## src/rtl/bomb_ctrl_if.sv

```systemverilog
// rtl/bomb_ctrl_if.sv - bomb sequencer bundle between game logic, bomb_ctrl and the VGA renderer.
interface bomb_ctrl_if;
  logic       tick;
  logic       place_req;
  logic       freeze;
  logic [4:0] Man_x;
  logic [4:0] Man_y;
  logic       Monster_alive;
  logic [4:0] Monster_x;
  logic [4:0] Monster_y;
  logic       Bomb_EN;
  logic       Boom;
  logic [4:0] Bomb_x;
  logic [4:0] Bomb_y;
  logic [3:0] Fire;
  logic       man_hit;
  logic       monster_hit;

  modport master (
    output tick, place_req, freeze, Man_x, Man_y, Monster_alive, Monster_x, Monster_y,
    input  Bomb_EN, Boom, Bomb_x, Bomb_y, Fire, man_hit, monster_hit
  );

  modport slave (
    input  tick, place_req, freeze, Man_x, Man_y, Monster_alive, Monster_x, Monster_y,
    output Bomb_EN, Boom, Bomb_x, Bomb_y, Fire, man_hit, monster_hit
  );
endinterface

```

## src/rtl/bomb_ctrl.sv

```systemverilog
// rtl/bomb_ctrl.sv - single-bomb sequencer: placement, fuse countdown, explosion window, hit pulses.
module bomb_ctrl #(
  parameter int FUSE_TICKS = 3,
  parameter int BOOM_TICKS = 2,
  parameter int CNT_W      = 4
) (
  input logic         clk,
  input logic         rst,
  bomb_ctrl_if.slave  bus
);

  typedef enum logic [1:0] {S_IDLE, S_ARMED, S_BOOM} state_e;

  localparam logic [CNT_W-1:0] FUSE_LAST = CNT_W'(FUSE_TICKS - 1);
  localparam logic [CNT_W-1:0] BOOM_LAST = CNT_W'(BOOM_TICKS - 1);

  state_e           state_q, state_d;
  logic [CNT_W-1:0] cnt_q, cnt_d;
  logic [4:0]       bx_q, bx_d, by_q, by_d;
  logic [3:0]       fire_q, fire_d;
  logic             man_hit_q, man_hit_d, mon_hit_q, mon_hit_d;
  logic             man_seen_q, man_seen_d, mon_seen_q, mon_seen_d;
  logic             man_in_blast, mon_in_blast;

  function automatic logic is_wall(input logic [4:0] x, input logic [4:0] y);
    logic pillar_col;
    pillar_col = (x == 5'd2) || (x == 5'd4) || (x == 5'd6) ||
                 (x == 5'd9) || (x == 5'd11) || (x == 5'd13);
    return (x == 5'd0) || (x == 5'd15) || (y == 5'd0) || (y == 5'd14) ||
           (pillar_col && !y[0]);
  endfunction

  // Centre always burns; each arm burns only when its Fire bit marks it open.
  function automatic logic in_blast(input logic [4:0] px, input logic [4:0] py,
                                    input logic [4:0] cx, input logic [4:0] cy,
                                    input logic [3:0] blk);
    return ((px == cx)         && (py == cy))                      ||
           ((px == cx - 5'd1)  && (py == cy)         && !blk[0])   ||
           ((px == cx)         && (py == cy - 5'd1)  && !blk[1])   ||
           ((px == cx + 5'd1)  && (py == cy)         && !blk[2])   ||
           ((px == cx)         && (py == cy + 5'd1)  && !blk[3]);
  endfunction

  assign man_in_blast = in_blast(bus.Man_x, bus.Man_y, bx_q, by_q, fire_q);
  assign mon_in_blast = bus.Monster_alive &&
                        in_blast(bus.Monster_x, bus.Monster_y, bx_q, by_q, fire_q);

  always_comb begin
    state_d    = state_q;
    cnt_d      = cnt_q;
    bx_d       = bx_q;
    by_d       = by_q;
    fire_d     = fire_q;
    man_hit_d  = 1'b0;
    mon_hit_d  = 1'b0;
    man_seen_d = man_seen_q;
    mon_seen_d = mon_seen_q;
    case (state_q)
      S_IDLE: begin
        if (bus.place_req && !bus.freeze) begin
          state_d    = S_ARMED;
          cnt_d      = '0;
          bx_d       = bus.Man_x;
          by_d       = bus.Man_y;
          fire_d     = {is_wall(bus.Man_x, bus.Man_y + 5'd1),
                        is_wall(bus.Man_x + 5'd1, bus.Man_y),
                        is_wall(bus.Man_x, bus.Man_y - 5'd1),
                        is_wall(bus.Man_x - 5'd1, bus.Man_y)};
          man_seen_d = 1'b0;
          mon_seen_d = 1'b0;
        end
      end
      S_ARMED: begin
        if (bus.tick) begin
          if (cnt_q == FUSE_LAST) begin
            state_d = S_BOOM;
            cnt_d   = '0;
          end else begin
            cnt_d = cnt_q + 1'b1;
          end
        end
      end
      S_BOOM: begin
        if (man_in_blast && !man_seen_q) begin
          man_hit_d  = 1'b1;
          man_seen_d = 1'b1;
        end
        if (mon_in_blast && !mon_seen_q) begin
          mon_hit_d  = 1'b1;
          mon_seen_d = 1'b1;
        end
        if (bus.tick) begin
          if (cnt_q == BOOM_LAST) begin
            state_d = S_IDLE;
            cnt_d   = '0;
          end else begin
            cnt_d = cnt_q + 1'b1;
          end
        end
      end
      default: state_d = S_IDLE;
    endcase
  end

  always_ff @(posedge clk) begin
    if (rst) begin
      state_q    <= S_IDLE;
      cnt_q      <= '0;
      bx_q       <= '0;
      by_q       <= '0;
      fire_q     <= '0;
      man_hit_q  <= 1'b0;
      mon_hit_q  <= 1'b0;
      man_seen_q <= 1'b0;
      mon_seen_q <= 1'b0;
    end else begin
      state_q    <= state_d;
      cnt_q      <= cnt_d;
      bx_q       <= bx_d;
      by_q       <= by_d;
      fire_q     <= fire_d;
      man_hit_q  <= man_hit_d;
      mon_hit_q  <= mon_hit_d;
      man_seen_q <= man_seen_d;
      mon_seen_q <= mon_seen_d;
    end
  end

  assign bus.Bomb_EN     = (state_q == S_ARMED);
  assign bus.Boom        = (state_q == S_BOOM);
  assign bus.Bomb_x      = bx_q;
  assign bus.Bomb_y      = by_q;
  assign bus.Fire        = fire_q;
  assign bus.man_hit     = man_hit_q;
  assign bus.monster_hit = mon_hit_q;

endmodule

```

## src/flat_wrapper.sv

```systemverilog
// flat-port wrapper written by rule: the top's interface ports become plain ports
module bomb_ctrl_flat 
#(
  parameter int FUSE_TICKS = 3,
  parameter int BOOM_TICKS = 2,
  parameter int CNT_W      = 4
)
  (clk, rst, bus_tick, bus_place_req, bus_freeze, bus_Man_x, bus_Man_y, bus_Monster_alive, bus_Monster_x, bus_Monster_y, bus_Bomb_EN, bus_Boom, bus_Bomb_x, bus_Bomb_y, bus_Fire, bus_man_hit, bus_monster_hit);
  bomb_ctrl_if bus_i ();
  input logic clk;
  input logic rst;
  input wire logic [$bits(bus_i.tick)-1:0] bus_tick;
  input wire logic [$bits(bus_i.place_req)-1:0] bus_place_req;
  input wire logic [$bits(bus_i.freeze)-1:0] bus_freeze;
  input wire logic [$bits(bus_i.Man_x)-1:0] bus_Man_x;
  input wire logic [$bits(bus_i.Man_y)-1:0] bus_Man_y;
  input wire logic [$bits(bus_i.Monster_alive)-1:0] bus_Monster_alive;
  input wire logic [$bits(bus_i.Monster_x)-1:0] bus_Monster_x;
  input wire logic [$bits(bus_i.Monster_y)-1:0] bus_Monster_y;
  output wire logic [$bits(bus_i.Bomb_EN)-1:0] bus_Bomb_EN;
  output wire logic [$bits(bus_i.Boom)-1:0] bus_Boom;
  output wire logic [$bits(bus_i.Bomb_x)-1:0] bus_Bomb_x;
  output wire logic [$bits(bus_i.Bomb_y)-1:0] bus_Bomb_y;
  output wire logic [$bits(bus_i.Fire)-1:0] bus_Fire;
  output wire logic [$bits(bus_i.man_hit)-1:0] bus_man_hit;
  output wire logic [$bits(bus_i.monster_hit)-1:0] bus_monster_hit;
  assign bus_i.tick = bus_tick;
  assign bus_i.place_req = bus_place_req;
  assign bus_i.freeze = bus_freeze;
  assign bus_i.Man_x = bus_Man_x;
  assign bus_i.Man_y = bus_Man_y;
  assign bus_i.Monster_alive = bus_Monster_alive;
  assign bus_i.Monster_x = bus_Monster_x;
  assign bus_i.Monster_y = bus_Monster_y;
  assign bus_Bomb_EN = bus_i.Bomb_EN;
  assign bus_Boom = bus_i.Boom;
  assign bus_Bomb_x = bus_i.Bomb_x;
  assign bus_Bomb_y = bus_i.Bomb_y;
  assign bus_Fire = bus_i.Fire;
  assign bus_man_hit = bus_i.man_hit;
  assign bus_monster_hit = bus_i.monster_hit;
  bomb_ctrl #(.FUSE_TICKS(FUSE_TICKS), .BOOM_TICKS(BOOM_TICKS), .CNT_W(CNT_W)) u_core (.clk(clk), .rst(rst), .bus(bus_i));
endmodule
```

## config.mk

```make
export PLATFORM = sky130hd
export DESIGN_NAME = bomb_ctrl_flat
export DESIGN_NICKNAME = d
export VERILOG_FILES = /design/src/rtl/bomb_ctrl_if.sv /design/src/rtl/bomb_ctrl.sv /design/src/flat_wrapper.sv
export SDC_FILE = /design/constraint.sdc
export NUM_CORES = 1
export LEC_CHECK = 0
export CORE_UTILIZATION = 56
export CTS_CLUSTER_SIZE = 40
export DETAILED_ROUTE_END_ITERATION = 16
export HOLD_SLACK_MARGIN = 0.1
export PLACE_DENSITY_LB_ADDON = 0.25
export SLEW_MARGIN = 20
export SYNTH_ARGS = -nofsm -noshare
export SYNTH_HDL_FRONTEND = slang
export SYNTH_SLANG_ARGS = --single-unit
```

## constraint.sdc

```tcl
create_clock -name clk -period 4.1 [get_ports clk]
set_input_delay 1.23 -clock clk [delete_from_list [all_inputs] [get_ports clk]]
set_output_delay 1.23 -clock clk [all_outputs]
set_load 0.01 [all_outputs]
```

# Word-level counts from Yosys, hierarchy flattened
# Cells that the tools add are included.
[word_totals]
elab_cells = 174
in_bits = 26
output_inout_bits = 18
regBits = 24
[op_classes]
n_eq_ne = 47
addsub = 9
bitwise_logic = 1
n_reduce_logical = 89
mux = 19
[ops]
columns = ["op", "n"]
rows = [
  ["== test 5 x 4 -> 1 bit (second input constant)", 15],
  ["== test 5 bit", 12],
  ["logical OR 1 bit", 38],
  ["== test 5 x 3 -> 1 bit (second input constant)", 6],
  ["logical NOT 5 bit", 6],
  ["logical AND 1 bit", 26],
  ["adder 5 x 1 -> 5 bit (second input constant)", 4],
  ["two-way mux 4 bit", 5],
  ["subtractor 5 x 1 -> 5 bit (second input constant)", 4],
  ["== test 5 x 2 -> 1 bit (second input constant)", 3],
  ["one-hot mux 4 bit (3 select lines)", 1],
  ["logical NOT 1 bit", 10],
  ["two-way mux 2 bit", 5],
  ["!= test 2 x 1 -> 1 bit (second input constant)", 5],
  ["one-hot mux 2 bit (3 select lines)", 1],
  ["AND reduction 3 bit", 2],
  ["two-way mux 1 bit", 5],
  ["AND reduction 5 bit", 1],
  ["adder 4 x 1 -> 4 bit (second input constant)", 1],
  ["== test 4 x 1 -> 1 bit (second input constant)", 1],
  ["== test 4 x 2 -> 1 bit (second input constant)", 1],
  ["!= test 2 bit (second input constant)", 2],
  ["one-hot mux 1 bit (2 select lines)", 2],
  ["AND reduction 4 bit", 1],
  ["other kinds (8)", 8],
]

# Depth between registers and ports, before layout
[depth]
ltp_word = 12
depth_mapped = 10
mapped_depth_nobuf = 8

# Worst setup path before layout
# OpenSTA, ideal clock, no wires.
[synth_timing]
path_kind = "input port to flip-flop"
start = "input port bus_Monster_y[2]"
end = "register u_core.mon_seen_q"
t_required_ns = 3.997
path_slack_ns = 1.108
arrival_time_ns = 2.889
path_buffers = 1
cell_stages = 7
setup_ns = 0.103
cell_sequence = "buf_2 > xnor2_1 > nand2_1 > or4_4 > a2111oi_0 > o32ai_1 > a2111oi_2"
[synth_via]
elab_chain_cells = 11
word_cells_on_any_way = 20
cone_classes = "eq/ne (4); reduce/logical (16)"
[synth_rtl]
columns = ["item", "line", "rtl"]
rows = [
  ["from (decl)", "flat_wrapper.sv:19", "input wire logic [$bits(bus_i.Monster_y)-1:0] bus_Monster_y;"],
  ["== test 5 bit", "bomb_ctrl.sv:37, bomb_ctrl.sv:38, bomb_ctrl.sv:40", ""],
  ["logical AND 1 bit (2 in series)", "bomb_ctrl.sv:38", "((px == cx - 5'd1) && (py == cy) && !blk[0]) ||"],
  ["logical OR 1 bit", "bomb_ctrl.sv:37", "return ((px == cx) && (py == cy)) ||"],
  ["logical OR 1 bit", "bomb_ctrl.sv:38", ""],
  ["logical OR 1 bit", "bomb_ctrl.sv:39", "((px == cx) && (py == cy - 5'd1) && !blk[1]) ||"],
  ["logical OR 1 bit (*)", "bomb_ctrl.sv:40", "((px == cx + 5'd1) && (py == cy) && !blk[2]) ||"],
  ["logical AND 1 bit (*)", "bomb_ctrl.sv:45", "assign mon_in_blast = bus.Monster_alive &&"],
  ["logical AND 1 bit (*)", "bomb_ctrl.sv:88", "if (mon_in_blast && !mon_seen_q) begin"],
  ["!= test 2 x 1 -> 1 bit (no source line) (*)", "--", ""],
  ["AND reduction 3 bit (no source line) (*)", "--", ""],
  ["to (signal assigned)", "bomb_ctrl.sv:125", "mon_seen_q <= mon_seen_d;"],
  ["to (decl)", "bomb_ctrl.sv:22", "logic man_seen_q, man_seen_d, mon_seen_q, mon_seen_d;"],
]
# Mark *: on every way between the ends. The rest lies on a longest branch, timed or not.
# A chain may end at the register's enable or synchronous reset.

# Final worst setup path
# Ends and elaborated chain as after synthesis.

==> impl_metrics.toml <==
[route]
met2_wirelength_mm = 2.56
viasPerCell = 5.88
route.vias.total = 2195
drt-total-wl_mm = 5.40
drtAntennaViolNets = 0
top_layer_used = "met4"
drtIter0Drc = 170
wl_met3_um = 245
drt-pass1-iter-count = 4
wl_per_cell_um = 14.5
drcViolationCount = 0
met1_length_mm = 2.58

[placement]
port_buffers = 43
gp_congestion = 0.846
dp_hpwl_mm = 4.01
place_area_mm2 = 0.00259

[logic_synthesis]
synth_fp_nets = 335
async_flop_share_pct = 0
synth_area_leaders = "dfxtp_1 (22%), xor2_1 (8.0%), xnor2_1 (7.6%)"
synth_seq_cells = 24
ys_seq_area_share_pct = 22.0
ys.flop_type = "dfxtp_1"
syn_area_per_cell_um2 = 7.25
synth_edf_count = 0
yosysWarnings = 0
synth_cells = 301
synth_cell_types = 48
yosysTopAreaCell = "dfxtp_1"
synth.cell_area_mm2 = 0.00218
synth_top_area_share_pct = 22.0

[clock_network]
clock_sinks = 24
cts_buffer_depth = 2
worstSkewPairLatency_ns = 0.27
cts_made_buffers = 3
cts_resized = 0
clkSlewWorstSetupHoldPaths_ns = 0.09
cts_setup_buffers = 0
cts_root_buf = "clkbuf_8"
hold_buffers = 0
cts_tree = "done"
cts_max_level = 1

[die]
rows = 22
die-area_mm2 = 0.00415
die_w_um = 64.4
core-area_mm2 = 0.00369
start_util_pct = 59.2
pin_count = 44
die_h_um = 64.4

[power]
peakVddDrop_uv = 278
powerDensity_mw_per_mm2 = 315
p_total_mw = 0.832
leakagePower_nw = 0.914

[critical_path]
worst_ep_arrival_time_ns = 3.51
reg2reg_to = "u_core.bus.man_hit$_SDFF_PP0_"
r2r_start = "u_core.bus.Bomb_x[0]$_SDFFE_PP0P_"
worstRegToRegCells = 6
slowest_delay_ns = 0.63
critPathKind = "input port to register"
worstPathCellList = "clkdlybuf4s50_1 -> xnor2_1 -> nand2_1 -> or4_4 -> a2111oi_0 -> o32ai_1 -> a2111oi_2"
worstSetupStartpointType = "input port"
r2r_slack_ns = 1.61
path_max_fanout = 7
endpoint_kind = "register"
required_ns = 4.26
slowest_stage = "clkdlybuf4s50_1"

[cells_and_area]
layout-drive-gt1-share_pct = 4.62
syn_to_final_growth_pct = 21.0
fillers = 328
mostFrequentLayoutCell = "clkdlybuf4s50_1"
final_nets = 360
fin_area_mm2 = 0.00264
layout_common_cells = "clkdlybuf4s50_1 (43), a21oi_1 (28), nand2_1 (28)"
num_antenna_cells = 0

[sta]
grt_setup_unrepaired = "no"
finalCritPeriodShare_pct = 81.6
finalHoldViolations = 0
min_period_ns = 3.35
setup_viol = 0
tightest_slew_ns = 0.869
tns_ns = 0
slew_violations = 0
finalClockSkew_ns = 0.00594
fmax_ghz = 0.299
slew_headroom_pct = 41.9

[global_routing]
grtUsageTotal_pct = 27.0
grt_overflow_total = 0
grt_max_degree = 24
first_global_vias = 1979
grt_pass1_wl_mm = 9.00
grt_antenna_before_repair = 0

[hold_path]
min_from = "u_core.man_seen_q$_SDFFE_PP0P_"
holdPathStages = 1
hold_path_class = "register to register"
hold_path_end = "u_core.bus.man_hit$_SDFF_PP0_"

[job]
drv_cap = 0

[outcome]
status = "complete, no violations"
[registers in the layout, indices dropped and copies added (netlist names)]
| register | count |
|---|---|
| u_core.man_seen_q | 1 |
| u_core.bus.Bomb_x | 5 |
| u_core.bus.man_hit | 1 |
| u_core.state_q | 2 |
| u_core.cnt_q | 4 |
| u_core.bus.Fire | 4 |
| u_core.bus.Bomb_y | 5 |
| u_core.bus.monster_hit | 1 |
| u_core.mon_seen_q | 1 |
[where the power goes]
group	internal, mW	switching, mW
combinational	0.175	0.205
clock	0.0858	0.0763
sequential	0.253	0.0362
total	0.515	0.317
[how the worst max path moves through the flow]
stage                     startpoint                        endpoint  slack (ns)  depth (start not counted)
finish              bus_Monster_y[2]  u_core.mon_seen_q$_SDFFE_PP0P_        0.75                          7
detailed placement  bus_Monster_y[2]  u_core.mon_seen_q$_SDFFE_PP0P_        0.45                          7
CTS                 bus_Monster_y[2]  u_core.mon_seen_q$_SDFFE_PP0P_        0.73                          7
global route        bus_Monster_y[2]  u_core.mon_seen_q$_SDFFE_PP0P_        0.66                          7
global placement    bus_Monster_y[2]  u_core.mon_seen_q$_SDFFE_PP0P_        0.55                          7
floorplan           bus_Monster_y[2]  u_core.mon_seen_q$_SDFFE_PP0P_        1.11                          7
[cell families (layout without fill, tap and decap cells)]
| kind of cell | after synthesis | count (layout) | synth area share (%) |
|---|---|---|---|
| AND/OR/NAND/NOR | 120 | 120 | 29.1 |
| AO/OA/AOI/OAI | 70 | 70 | 20.3 |
| XOR/XNOR | 40 | 40 | 16.4 |
| buffers and inverters | 38 | 62 | 7.11 |
| flip-flops | 24 | 24 | 22.0 |
| adder cells (fa/ha/maj) | 8 | 8 | 4.58 |
| multiplexers | 1 | 1 | 0.458 |
[through the flow]
step                cells  util (%)  hold slack [ns]  setup WS, ns
CTS                   373      71.6            0.489         0.733
floorplan             301         -            0.440          1.11
finish                373      71.6            0.504         0.755
detailed placement    369      70.1            0.475         0.452
global placement      369      70.1            0.464         0.550
global route          373      71.6            0.523         0.661
[worst max-delay path, delay by kind of cell]
kind                      cells  cell delay [ns]
AOI/OAI and AO/OA             3             0.90
xor gates and xnor gates      1             0.16
buffers and inverters         1             0.63
and+or+nand+nor               2             0.59
[synth_stat cells, types with 5 or more instances]
master,instances
a211oi_1,7
nor2_1,23
xor2_1,20
inv_1,12
nand2_1,28
o211ai_1,5
xnor2_1,19
nand3_1,13
a21oi_1,28
nand2b_1,10
nor3_1,9
or3_1,5
dfxtp_1,24
ha_1,8
o21ai_0,13
clkbuf_1,21
[metal layers]
layer | vias up | global-route usage, %
met5 | - | 0
met4 | 0 | 5.56
met3 | 2 | 2.11
met2 | 62 | 44.7
met1 | 1031 | 38.2
li1 | 1100 | -
[final cells by class]
| type | instances | area, µm² | area share (%) |
|---|---|---|---|
| Sequential cell | 24 | 480 | 18.2 |
| Clock buffer | 4 | 55.1 | 2.08 |
| Tap cell | 48 | 60.1 | 2.27 |
| Multi-Input combinational cell | 239 | 1550 | 58.6 |
| Inverter | 12 | 45.0 | 1.71 |
| Timing Repair Buffer | 46 | 453 | 17.1 |
No activity file was read; power rests on OpenSTA's default activity.
